==> src/rtl/moore_fig_5_19_driver.sv <==
// Initiator for the Fig. 5-19 Moore FSM: keeps a shadow of the FSM state and
// emits one x bit per clock along the shortest path to a requested state.
module moore_fig_5_19_driver #(
    parameter bit CHECK_EN = 1'b1
) (
    input  logic       clock,
    input  logic       reset,
    input  logic       req_valid,
    input  logic [1:0] req_target,
    output logic       req_ready,
    output logic       x_out,
    output logic       done,
    output logic [1:0] steps,
    input  logic [1:0] y_in,
    output logic       err
);

    typedef enum logic [1:0] {
        S0 = 2'b00,
        S1 = 2'b01,
        S2 = 2'b10,
        S3 = 2'b11
    } state_t;

    typedef enum logic {
        IDLE  = 1'b0,
        STEER = 1'b1
    } ctrl_t;

    state_t     shadow_q, shadow_d;
    state_t     target_q, target_d;
    ctrl_t      ctrl_q, ctrl_d;
    logic [1:0] steps_q, steps_d;
    logic       err_q, err_d;

    function automatic state_t fsm_next(input state_t s, input logic x);
        state_t n;
        case (s)
            S0:      n = x ? S0 : S1;
            S1:      n = x ? S2 : S3;
            S2:      n = x ? S2 : S3;
            default: n = x ? S3 : S0;
        endcase
        return n;
    endfunction

    // Hold bit is 1 in every state; in S1 that bit exits to S2, so S1 is transient.
    // The only route bit of 1 is S1->S2; every other unequal pair steps with 0.
    always_comb begin
        ctrl_d    = ctrl_q;
        target_d  = target_q;
        steps_d   = steps_q;
        req_ready = 1'b0;
        done      = 1'b0;
        x_out     = 1'b1;
        case (ctrl_q)
            IDLE: begin
                req_ready = 1'b1;
                if (req_valid) begin
                    target_d = state_t'(req_target);
                    steps_d  = '0;
                    ctrl_d   = STEER;
                end
            end
            default: begin
                if (shadow_q == target_q) begin
                    done   = 1'b1;
                    ctrl_d = IDLE;
                end else begin
                    x_out   = (shadow_q == S1) && (target_q == S2);
                    steps_d = steps_q + 2'd1;
                end
            end
        endcase
        shadow_d = fsm_next(shadow_q, x_out);
        err_d    = CHECK_EN ? (err_q | (y_in != shadow_q)) : 1'b0;
    end

    always_ff @(posedge clock or posedge reset) begin
        if (reset) begin
            shadow_q <= S0;
            target_q <= S0;
            ctrl_q   <= IDLE;
            steps_q  <= '0;
            err_q    <= 1'b0;
        end else begin
            shadow_q <= shadow_d;
            target_q <= target_d;
            ctrl_q   <= ctrl_d;
            steps_q  <= steps_d;
            err_q    <= err_d;
        end
    end

    assign steps = steps_q;
    assign err   = err_q;

endmodule

==> config.mk <==
export PLATFORM = sky130hd
export DESIGN_NAME = moore_fig_5_19_driver
export DESIGN_NICKNAME = d
export VERILOG_FILES = /design/src/rtl/moore_fig_5_19_driver.sv
export SDC_FILE = /design/constraint.sdc
export NUM_CORES = 1
export LEC_CHECK = 0
export CELL_PAD_IN_SITES_DETAIL_PLACEMENT = 0
export CELL_PAD_IN_SITES_GLOBAL_PLACEMENT = 1
export CORE_MARGIN = 2
export CORE_UTILIZATION = 28
export CTS_CLUSTER_DIAMETER = 200
export DETAILED_ROUTE_END_ITERATION = 12
export PLACE_DENSITY_LB_ADDON = 0.1
export SETUP_SLACK_MARGIN = 0.1
export SLEW_MARGIN = 15
export SYNTH_ARGS = -nofsm -noshare
export SYNTH_HDL_FRONTEND = slang
export SYNTH_SLANG_ARGS = --single-unit
==> constraint.sdc <==
create_clock -name clock -period 1.5 [get_ports clock]
set_input_delay 0.15 -clock clock [delete_from_list [all_inputs] [get_ports clock]]
set_output_delay 0.15 -clock clock [all_outputs]
set_load 0.005 [all_outputs]
==> qor.csv, run 1 <==
metric,value,unit
clock slew at reported path FFs,0.06,ns
Via density,4.41,
#FFs+latches synth,8,
Initial DRC Count,1,
drt first pass iters,2,
H-tree levels,1,
Synth top area share,46.5,%
RSZ-0062 raised after global routing,yes,
critical path type,register to primary output,
DP Cell Count,76,
slew margin rel.,79.1,%
Detail Route Antenna Nets,0,
Mapped Avg Cell Area,10.8,um^2
Placer Congestion,0.726,
largest net degree at the start of global routing,9,
Design Power,1.75,mW
Hold Slack,0.145,ns
"non-filler cells, final",85,
Die X-Extent,43.2,um
area growth from synthesis to layout,69.2,%
PD cells,2400,mW/mm^2
global route overflow,0,
most frequent cells in the layout,"buf_4, clkdlybuf4s50_1, dfrtp_1",
Post-Route Utilization,49.5,%
Rows,14,
Root Driver,clkbuf_4,
Ys Warns,0,
Post-Syn Area,430,um^2
Antenna Cells,0,
Peak supply drop,0.923,mV
Clock Latency Late Sink,0.25,ns
r2r startpoint,shadow_q[0],
setup violators final,0,
NumNets Final,81,
DR vias,375,
CP required,1.35,ns
Worst R2R Path Depth,7,
FF-to-FF setup slack,0.02,ns
Post-DP Area,631,um^2
"commonest non-fill, non-tap cell in the layout",buf_4,
All-Layer GR Usage,11.5,%
full die area,0.00187,mm^2
reg2reg end,shadow_q[0],
num ports,13,
post-layout min period,1.48,ns
Critical Path Fanout Max,4,
largest cells by area after synthesis,"dfrtp_1, ha_1, mux2_2, mux2i_1, inv_1",
vias in the first global route,377,
CTS buffer count,3,
count of cell types in the netlist,17,
CTS tree,done,
run status,finished clean,
Mapped Nets,50,
"Design Area, Final",728,um^2
LEAKAGE,0.362,nW
sequential cell area fraction in the yosys report,46.5,%
CP Data Arrival Time,1.33,ns
Avg WL per Cell,10.5,um
Post-Route WL,895,um
DRC,0,
Layout Skew,0.00560,ns
CORE AREA,0.00147,mm^2
synthesized instance count,40,
Clock Sinks,8,
initial antenna violation count,0,
max-slew violation count,0,
chip height,43.2,um
Clock Path Buffers,2,
Post-DP HPWL,678,um
layout cells sized above 1,44.9,%
fmax,674,MHz
CP Launch Type,register,
initial core utilization,29.3,%
Worst Max-Slew Pin Slew,0.313,ns
max cap viols,0,
first-pass GRT wire length,1.53,mm
IO buf count,12,
Synth area leader,dfrtp_1,
Final Cycle Share,98.9,%
number of failing hold endpoints at the final stage,0,
CP endpoint kind,primary output,
Min-Delay Path Class,primary input to asynchronous set/reset pin,
[where the power goes]
group	internal, mW	total [mW]	switching [mW]
Clock	0.0913	0.161	0.0694
Combinational	0.749	1.16	0.412
Sequential	0.320	0.423	0.103
[per-layer routing]
metal	track usage, %	vias up	share of wire [%]
met4	5.45	0	0
met2	20.6	10	52
li1	-	191	-
met1	11.5	174	42
met5	0	-	0
met3	4.26	0	6.6
[what timing repair did]
action / 4_1_cts / 5_1_grt
buffers inserted: 6 / 1
resized for setup: 17 / 2
endpoints found under the setup margin: 4 / 5
pin swaps: 4 / 0
hold buffers: 0 / 0
[cells in the mapped netlist]
| cell | count |
|---|---|
| a21o_1 | 1 |
| a21oi_1 | 3 |
| a221oi_2 | 1 |
| and3_1 | 1 |
| dfrtp_1 | 8 |
| ha_1 | 3 |
| inv_1 | 5 |
| mux2_1 | 1 |
| mux2_2 | 2 |
| mux2i_1 | 2 |
| nand2_1 | 3 |
| nand2b_1 | 1 |
| nor2_1 | 3 |
| nor2b_1 | 1 |
| or3_1 | 1 |
| xnor2_1 | 2 |
| xor2_1 | 2 |
[sequential cells by signal (all words and copies together), names as in the netlist]
register  flops
ctrl_q        1
err           1
shadow_q      2
steps         2
target_q      2
[per-stage QoR]
step	setup TNS (ns)	worst slack, ns
after floorplan	0	0.104
after global placement	-0.101	-0.0727
after detailed placement	-0.186	-0.103
after CTS	-0.000651	-0.000651
after global routing	-0.118	-0.0624
final	0	0.0168
[worst max path at each step]
stage | startpoint | endpoint | slack [ns] | depth (start not counted)
floorplan | shadow_q[0] | shadow_q[0] | 0.10 | 3
global placement | shadow_q[1] | x_out | -0.07 | 5
detailed placement | shadow_q[1] | x_out | -0.10 | 5
CTS | shadow_q[1] | x_out | -0.0007 | 4
global route | shadow_q[0] | x_out | -0.06 | 4
finish | shadow_q[1] | x_out | 0.02 | 4
[cells by family (layout without fill, tap and decap cells)]
family / count (synthesis) / count (layout) / share of synthesized area (%)
buf+inv: 5 / 34 / 4.36
flops: 8 / 8 / 46.5
simple gates: 10 / 10 / 11.0
compound gates: 5 / 5 / 8.72
fa+ha+maj: 3 / 3 / 8.72
mux: 5 / 5 / 12.5
xor+xnor: 4 / 4 / 8.14
[area by class of cell]
type	instances	area (um^2)
repair buffers	26	224
multi-input cells	27	241
flip-flops and latches	8	201
well taps	16	20.0
inverters	5	18.8
fillers	154	743
clock buffers	3	22.5
[critical path, cell delays in order (launching register included)]
cell and delay, ns:
dfrtp_2 0.44, xnor2_2 0.16, a221oi_2 0.28, inv_1 0.07
buf_2 0.13
(Power assumes the default switching activity.)
==> inputs of run 2 (changes only) <==
Settings changed: ABC_AREA set to 1, CAP_MARGIN set to 10.
==> run 2 against run 1 <==
Against the previous run: count of clock-buffer cells in the layout is the same; highest routed layer unchanged; sequential power shrank 6.9%; maximum frequency grew 12%; via count grew 3.5%; utilization shrank 4.5 points; register-to-register slack gained 0.20 ns; design area shrank 5.8%; first-iteration DRC count grew to 3.0 times the previous value; clock skew grew 0.0020 ns.
==> qor.csv, run 2 <==
metric,value,unit
H-tree levels,1,
max cap viols,0,
Post-DP HPWL,697,um
Post-Route WL,983,um
CORE AREA,0.00152,mm^2
"Design Area, Final",686,um^2
NumNets Final,86,
first-pass GRT wire length,1.70,mm
RSZ-0062 raised after global routing,yes,
Layout Skew,0.00761,ns
CP Data Arrival Time,1.17,ns
Initial DRC Count,3,
largest net degree at the start of global routing,9,
All-Layer GR Usage,12.3,%
sequential share of power,25.8,%
Post-DP Area,618,um^2
full die area,0.00199,mm^2
Critical Path Fanout Max,3,
global route overflow,0,
Via density,4.31,
Detail Route Antenna Nets,0,
Synth top area share,43.2,%
Design Power,1.53,mW
IO buf count,12,
Post-Syn Area,463,um^2
area growth from synthesis to layout,48.1,%
fmax,757,MHz
Final Cycle Share,88.0,%
top-count cell post-synth,nand2_1,
Mapped Avg Cell Area,8.90,um^2
Synth Area in Simple Gates,30.3,%
ys async rst share,100,%
LEAKAGE,0.345,nW
Top delay family on crit path,flip-flops,
CP required,1.35,ns
DR vias,388,
"commonest non-fill, non-tap cell in the layout",nand2_1,
number of failing hold endpoints at the final stage,0,
post-layout min period,1.32,ns
max-slew violation count,0,
CP peak stage delay,0.37,ns
Ys Warns,0,
CP endpoint kind,primary output,
Synth area leader,dfrtp_1,
Peak supply drop,0.880,mV
drt first pass iters,3,
CP Launch Type,register,
initial core utilization,30.4,%
Placer Congestion,0.660,
CTS buffer count,3,
slew margin rel.,77.6,%
Crit-path slowest cell,dfrtp_1,
setup TNS,0,ns
Rows,14,
#FFs+latches synth,8,
Post-synth top cells,"nand2_1, dfrtp_1, nor2_1",
initial antenna violation count,0,
count of cell types in the netlist,15,
"Primary FF master, synth",dfrtp_1,
Buf/Inv on CP,2,
clock slew at reported path FFs,0.06,ns
switch share,40.8,%
Die X-Extent,44.7,um
PD cells,2230,mW/mm^2
Antenna Cells,0,
Post-synth EDFFs,0,
layout cells sized above 1,36.5,%
setup violators final,0,
Mapped Nets,62,
Clock Path Buffers,2,
post-synthesis mux area share,3.24,%
most frequent cells in the layout,"nand2_1, clkdlybuf4s50_1, dfrtp_1, buf_4, nor2_1",
synthesized-area fraction occupied by xor and xnor cells,5.68,%
Min-Delay Path Class,primary input to asynchronous set/reset pin,
vias in the first global route,409,
critical path type,register to primary output,
sequential cell area fraction in the yosys report,43.2,%
largest cells by area after synthesis,"dfrtp_1, nand2_1, ha_1, nand2_4, xnor2_1",
chip height,44.7,um
synthesized instance count,52,
run status,finished clean,
num ports,13,
DRC,0,
"non-filler cells, final",90,
Root Driver,clkbuf_4,
Avg WL per Cell,10.9,um
Worst Max-Slew Pin Slew,0.336,ns
clock power share,10.8,%
CTS tree,done,
NetSw,0.622,mW
"Cell Chain, Critical Path",inv_2 > ha_1 > nand2_2 > nand3_2 > buf_2,
logic gate share of total power,63.3,%
Clock Sinks,8,
DP Cell Count,82,
Synth Area in Compound Gates,3.78,%
Clock Latency Late Sink,0.26,ns
cell internal pwr,0.904,mW
adder-cell share of the synthesized area,8.11,%
main combinational cell family by area after synthesis,simple AND/OR/NAND/NOR gates,
[run 2: cell types whose count changed in the layout (fill, tap and decap cells not counted), moves of 3 or more]
cell     change
xnor2_1      +3
nand2_2      +3
nand2_4      +3
nand2_1      +8
buf_4        -7
[run 2: power by group through the flow]
stage,registers [mW],logic [mW],clock network [mW]
finish,0.394,0.966,0.165
global route,0.415,1.10,0.189
CTS,0.393,0.898,0.176
detailed placement,0.419,0.815,0
global placement,0.419,0.819,0
floorplan,0.412,0.521,0
[run 2: cell families after synthesis]
family                   after synthesis
AO/OA/AOI/OAI                          3
adder cells (fa/ha/maj)                3
multiplexers                           1
flip-flops                             8
AND/OR/NAND/NOR                       27
buffers and inverters                  7
XOR/XNOR                               3
[run 2: worst paths after layout]
| check | from | to | slack (ns) | cells past startpoint |
|---|---|---|---|---|
| setup / recovery | shadow_q[1] | x_out | 0.18 | 5 |
| hold / removal | reset | target_q[0] | 0.15 | 2 |
| setup reg to reg | shadow_q[0] | steps[0] | 0.22 | 8 |
| hold reg to reg | err | err | 0.51 | 2 |
| max in group asynchronous | reset | ctrl_q | 1.07 | 2 |
| min in group clock | req_target[1] | target_q[1] | 0.47 | 3 |
[run 2: area by class of cell]
cell class | instances | area (um^2)
timing repair buffer | 19 | 161
tap | 16 | 20.0
fill | 154 | 838
multi-input combinational | 37 | 254
inverter | 7 | 26.3
clock buffer | 3 | 22.5
sequential | 8 | 201
[run 2: metal layers]
layer / GRT usage, % / vias up / share of wire [%]
li1: - / 207 / -
met1: 13.8 / 173 / 44
met2: 20.3 / 8 / 50
met3: 7.35 / 0 / 6.2
met4: 1.82 / 0 / 0
met5: 0 / - / 0
[run 2: per-stage QoR]
stage                     hold slack [ns]  util (%)  setup slack [ns]
after floorplan                   -0.0343         -             0.391
after global placement              0.431      40.6            0.0334
after detailed placement            0.442      40.6            0.0310
after CTS                           0.166      43.5            0.0949
after global routing                0.197      45.0            0.0804
final                               0.149      45.0             0.179
[run 2: repair_timing]
item | 4_1_cts | 5_1_grt
resized for setup | 10 | 4
hold endpoints to repair | 0 | 0
setup endpoints to repair | 3 | 3
buffers inserted | 3 | 2
pin swaps | 2 | 3
hold buffers | 0 | 0
